`src/rtl/fifo_pkg.sv`:
```
// Shared definitions for the synchronous FIFO and its read-side drain controller.
package fifo_pkg;

  // Word width shared by the FIFO data_out and the drain output stream.
  localparam int FIFO_DWIDTH = 8;

  typedef enum logic [1:0] {
    IDLE,
    ACTIVE,
    DRAIN
  } drain_state_t;

endpackage

```
`src/rtl/stream_buf.sv`:
```
// Circular output buffer that absorbs the FIFO read latency and presents
// words on a valid/ready stream in strict arrival order.
module stream_buf
  import fifo_pkg::*;
#(
  parameter int DWIDTH    = FIFO_DWIDTH,
  parameter int BUF_DEPTH = 2
) (
  input  logic                             clock,
  input  logic                             rst,
  input  logic                             push,
  input  logic [DWIDTH-1:0]                push_data,
  input  logic                             m_ready,
  output logic                             m_valid,
  output logic [DWIDTH-1:0]                m_data,
  output logic                             pop,
  output logic [$clog2(BUF_DEPTH+1)-1:0]   occ
);

  localparam int OCC_W = $clog2(BUF_DEPTH + 1);
  localparam int PTR_W = $clog2(BUF_DEPTH);

  logic [DWIDTH-1:0] mem [BUF_DEPTH];
  logic [PTR_W-1:0]  wr_ptr;
  logic [PTR_W-1:0]  rd_ptr;

  function automatic logic [PTR_W-1:0] next_ptr(input logic [PTR_W-1:0] p);
    return (p == PTR_W'(BUF_DEPTH - 1)) ? '0 : p + PTR_W'(1);
  endfunction

  assign m_valid = (occ != '0);
  assign pop     = m_valid & m_ready;
  // Output reads as zero while empty so stale storage never leaks out.
  assign m_data  = m_valid ? mem[rd_ptr] : '0;

  // Buffer control: pointers and occupancy.
  always_ff @(posedge clock or negedge rst) begin
    if (!rst) begin
      wr_ptr <= '0;
      rd_ptr <= '0;
      occ    <= '0;
    end else begin
      if (push) wr_ptr <= next_ptr(wr_ptr);
      if (pop)  rd_ptr <= next_ptr(rd_ptr);
      case ({push, pop})
        2'b10:   occ <= occ + OCC_W'(1);
        2'b01:   occ <= occ - OCC_W'(1);
        default: occ <= occ;
      endcase
    end
  end

  // Storage: data only, no reset.
  always_ff @(posedge clock) begin
    if (push) mem[wr_ptr] <= push_data;
  end

  no_overflow: assert property (@(posedge clock) disable iff (!rst)
    push |-> (occ != OCC_W'(BUF_DEPTH)) || pop);

endmodule

```
`src/rtl/fifo_drain.sv`:
```
// Read-side controller for the synchronous FIFO: issues reads with buffer
// credit, tracks the in-flight read, runs IDLE/ACTIVE/DRAIN and counts beats.
module fifo_drain
  import fifo_pkg::*;
#(
  parameter int DWIDTH    = FIFO_DWIDTH,
  parameter int BUF_DEPTH = 2,
  parameter int CNT_WIDTH = 16
) (
  input  logic                 clock,
  input  logic                 rst,
  input  logic                 en,
  input  logic                 fifo_empty,
  output logic                 fifo_rd,
  input  logic [DWIDTH-1:0]    fifo_dout,
  output logic                 m_valid,
  input  logic                 m_ready,
  output logic [DWIDTH-1:0]    m_data,
  output logic                 busy,
  output logic [CNT_WIDTH-1:0] beat_count
);

  localparam int OCC_W = $clog2(BUF_DEPTH + 1);

  drain_state_t     state;
  drain_state_t     state_nxt;
  logic             inflight;
  logic             pop;
  logic [OCC_W-1:0] occ;
  logic [OCC_W:0]   credit;

  // Words already committed (buffered or in flight) minus the one leaving now;
  // counting the pop lets a read issue every cycle at BUF_DEPTH=2.
  assign credit  = {1'b0, occ} + (OCC_W + 1)'(inflight) - (OCC_W + 1)'(pop);
  assign fifo_rd = rst & en & ~fifo_empty & (credit < (OCC_W + 1)'(BUF_DEPTH));

  // Stage 1: read issued last edge, FIFO data valid this cycle.
  always_ff @(posedge clock or negedge rst) begin
    if (!rst) inflight <= 1'b0;
    else      inflight <= fifo_rd;
  end

  // Stage 2: capture into the output buffer.
  stream_buf #(
    .DWIDTH    (DWIDTH),
    .BUF_DEPTH (BUF_DEPTH)
  ) u_buf (
    .clock     (clock),
    .rst       (rst),
    .push      (inflight),
    .push_data (fifo_dout),
    .m_ready   (m_ready),
    .m_valid   (m_valid),
    .m_data    (m_data),
    .pop       (pop),
    .occ       (occ)
  );

  always_ff @(posedge clock or negedge rst) begin
    if (!rst) state <= IDLE;
    else      state <= state_nxt;
  end

  always_comb begin
    state_nxt = state;
    case (state)
      IDLE: begin
        if (en) state_nxt = ACTIVE;
      end
      ACTIVE: begin
        if (!en) state_nxt = ((occ != '0) || inflight) ? DRAIN : IDLE;
      end
      DRAIN: begin
        if (en)                             state_nxt = ACTIVE;
        else if ((occ == '0) && !inflight)  state_nxt = IDLE;
      end
      default: state_nxt = IDLE;
    endcase
  end

  assign busy = (state != IDLE);

  always_ff @(posedge clock or negedge rst) begin
    if (!rst)     beat_count <= '0;
    else if (pop) beat_count <= beat_count + CNT_WIDTH'(1);
  end

  no_empty_read: assert property (@(posedge clock) disable iff (!rst)
    fifo_rd |-> !fifo_empty);

endmodule

```
`config.mk`:
```
export PLATFORM = sky130hd
export DESIGN_NAME = fifo_drain
export DESIGN_NICKNAME = d
export VERILOG_FILES = /design/src/rtl/fifo_pkg.sv /design/src/rtl/stream_buf.sv /design/src/rtl/fifo_drain.sv
export SDC_FILE = /design/constraint.sdc
export NUM_CORES = 1
export LEC_CHECK = 0
export BUFFER_PORTS_ARGS = -buffer_cell sky130_fd_sc_hd__buf_2
export CORE_MARGIN = 10
export CORE_UTILIZATION = 40
export CTS_CLUSTER_DIAMETER = 40
export DETAILED_ROUTE_END_ITERATION = 8
export HOLD_SLACK_MARGIN = 0.12
export SYNTH_ARGS = -nofsm -noshare
export SYNTH_HDL_FRONTEND = slang
export SYNTH_HIERARCHICAL = 1
export SYNTH_SLANG_ARGS = --single-unit
```
`constraint.sdc`:
```
create_clock -name clock -period 2.1 [get_ports clock]
set_input_delay 0.315 -clock clock [delete_from_list [all_inputs] [get_ports clock]]
set_output_delay 0.315 -clock clock [all_outputs]
set_load 0.03 [all_outputs]
```
==> results.toml <==
[outcome]
violations = "negative setup slack"
outcome = "finished with violations"

[route]
first_iter_violations = 66
dr_wl_met2_mm = 1.624
totalWireLength_mm = 3.475
top_layer = "met4"
vias = 1112
routedWlPerCell_um = 14.91
viasPerCell = 4.773
dr.pass1.iters = 5
drc_errors = 0
ant_nets = 0
wl_met3_um = 282
drt-met1-wl_mm = 1.547

[synth]
yosys.area.top_type = "dfrtp_1"
syn_nets = 142
synth_area_leaders = "dfrtp_1, edfxtp_1, xor2_1, mux2i_1, xnor2_1"
ys_ff_latch = 39
syn_avg_cell_area_um2 = 13.59
seq_area_frac_synth = 0.6215
syn_area_um2 = 1699
synthCells = 125
ys_types = 24
yosys_warnings = 6
synth_top_area_share = 0.3387

[floorplanning]
rows = 23
die_area_um2 = 7255
io_pins = 40
coreArea_um2 = 4058
die_w_um = 85.18
start_util = 0.4187
dieHeight_um = 85.18

[hold_path]
min_path_type = "primary input to flop"

[setup_path]
path_class = "flop to output port"
crit_fanout = 2
startpoint_type = "flop"
setup.worst_path.end_class = "output port"
worstPathArrival_ps = 2130
required_ps = 1780

[power]
p_seq_frac = 0.394
intPower_w = 0.001746
netSwitchingPower_w = 0.001130
finalPower_w = 0.002876
leakagePower_nw = 1.025
vdd_ir_drop_max_mv = 0.6886
power_frac_clock = 0.208
swShare = 0.3929
powerDensity_nw_per_um2 = 1309
p_comb_frac = 0.398

[final_layout]
stdcell_area_um2 = 2197
nets = 199
area_growth_pct = 29.31
utilization = 0.5415
antenna_cells = 0
num-fill-cells = 361
fin_cells = 233
layout-drive-gt1-share = 0.3880

[global_route]
grt_use_total = 0.1010
grt_overflow_total = 0
grt_pass1_vias = 1225
antenna_found_initial = 0
grt_max_degree = 24
grt_pass1_wl_mm = 5.865

[place]
routabilityCongestion = 0.7190
dp_hpwl_mm = 2.604
placed_area_um2 = 2023
io_buffers = 39
dp_slack_ps = -178.7
dp_cells = 219

[cts]
clock_sinks = 39
clk_path_buf_depth = 2
numCtsBuffers = 5
clk_latency_ps = 290
clockRootBuffer = "clkbuf_8"
clkTransAtPathRegs_ps = 80
htreeDepth = 2
cts_tree = "built"

[timing]
max_slew_margin = 0.6706
worst_slack_ps = -344.4
post-route-period-util = 1.164
slew_viol_final = 0
setup_viol = 1
final-hold-violation-count = 0
finalCriticalPeriod_ps = 2444
fmax_ghz = 0.4091
finClkSkew_ps = 7.813
max_slew.worst_pin.slew_ps = 494.2
rsz0062_at_grt = "yes"

[flow_run]
max_cap_violations = 0
-- path summary, 6_finish.rpt --
| check | start | to | slack (ps) | cells past startpoint |
|---|---|---|---|---|
| max | u_buf/occ[1]$_DFFE_PN0P_ | fifo_rd | -340 | 8 |
| max in group asynchronous | rst | u_buf/occ[1]$_DFFE_PN0P_ | 1270 | 3 |
| min in group asynchronous | rst | beat_count[2]$_DFFE_PN0P_ | 580 | 3 |
| min reg2reg | beat_count[15]$_DFFE_PN0P_ | beat_count[15]$_DFFE_PN0P_ | 460 | 1 |
| min | en | state[1]$_DFFE_PN0P_ | 210 | 2 |
| max reg2reg | u_buf/occ[1]$_DFFE_PN0P_ | inflight$_DFF_PN0_ | 120 | 9 |
-- cell type report --
cell class	instances	area (um^2)	area share
clock inverters	3	38.79	0.01765
flip-flops and latches	39	1057	0.4812
repair buffers	51	294.0	0.1338
clock buffers	5	68.82	0.03132
inverters	5	18.77	0.008542
well taps	50	62.56	0.02847
multi-input cells	80	656.9	0.2990
-- metrics by stage --
stage / hold WS, ps / TNS [ps]
after floorplan: 19.41 / -224.2
after global placement: 338.8 / -124.8
after detailed placement: 347.0 / -178.7
after CTS: 202.5 / -378.3
after global routing: 193.8 / -436.8
final: 206.0 / -344.4
-- registers in the layout (all words and copies together) (netlist names) --
| signal | count |
|---|---|
| u_buf/mem | 16 |
| state | 2 |
| u_buf/occ | 2 |
| inflight | 1 |
| u_buf/rd_ptr | 1 |
| beat_count | 16 |
| u_buf/wr_ptr | 1 |
-- repair_timing --
| action | CTS | global route |
|---|---|---|
| hold buffers | 1 | 0 |
| setup endpoints to repair | 1 | 1 |
| endpoints found under the hold margin | 23 | 0 |
| setup buffers | 2 | 3 |
| pin swaps | 3 | 2 |
| resized for setup | 3 | 0 |
-- Yosys cell counts --
cell       n
mux2_2     1
ha_1       3
xnor2_1    8
nand4_1    3
and2_1     2
nand2_1    7
nand2b_1   1
nand4_4    2
mux2i_1    8
nor2_2     1
or2_2      1
dfrtp_1   23
nor3_1     6
nor4_2     4
nand4b_1   1
inv_1      5
nand3_1    3
and3_1     1
fa_1       1
nor2_1    13
buf_2      1
xor2_1    13
nor2b_2    1
edfxtp_1  16
-- power by group through the flow --
stage                     Combinational, W  Sequential, W  Clock [W]
after floorplan                   0.000664        0.00122          0
after global placement             0.00107        0.00114          0
after detailed placement           0.00110        0.00114          0
after CTS                          0.00114        0.00113   0.000621
after global routing               0.00125        0.00115   0.000659
final                              0.00115        0.00113   0.000599
-- critical path, stage by stage, from the launching register on --
cell,delay [ps]
dfrtp_2,420
nor2_4,140
nor2b_4,60
ha_4,200
nand2b_4,130
fa_1,490
nand4b_1,140
nor2_4,120
buf_6,140
-- routing by layer --
layer | global-route usage | vias to the layer above
met3 | 0.05545 | 4
met2 | 0.1540 | 33
li1 | - | 548
met4 | 0.03144 | 0
met1 | 0.1185 | 527
met5 | 0 | -
-- cells by family after synthesis --
| logic type | count (synthesis) | share of synthesized area |
|---|---|---|
| simple gates | 46 | 0.1686 |
| xor+xnor | 21 | 0.1082 |
| fa+ha+maj | 4 | 0.03388 |
| buf+inv | 6 | 0.01399 |
| flops | 39 | 0.6215 |
| mux | 9 | 0.05376 |
-- placed cells by master, fill, tap and decap left out, types with 2 or more instances in the layout --
master	count
buf_4	11
mux2i_1	8
nand3_1	3
edfxtp_1	16
clkbuf_8	5
dfrtp_1	22
inv_1	5
nor3_1	6
nand4_1	3
nand2_1	7
nor2_1	12
buf_2	38
ha_1	2
xor2_1	13
xnor2_1	8
nand4_4	2
nor4_2	4
nor2_4	2
and2_1	2
(Power assumes the default switching activity.)
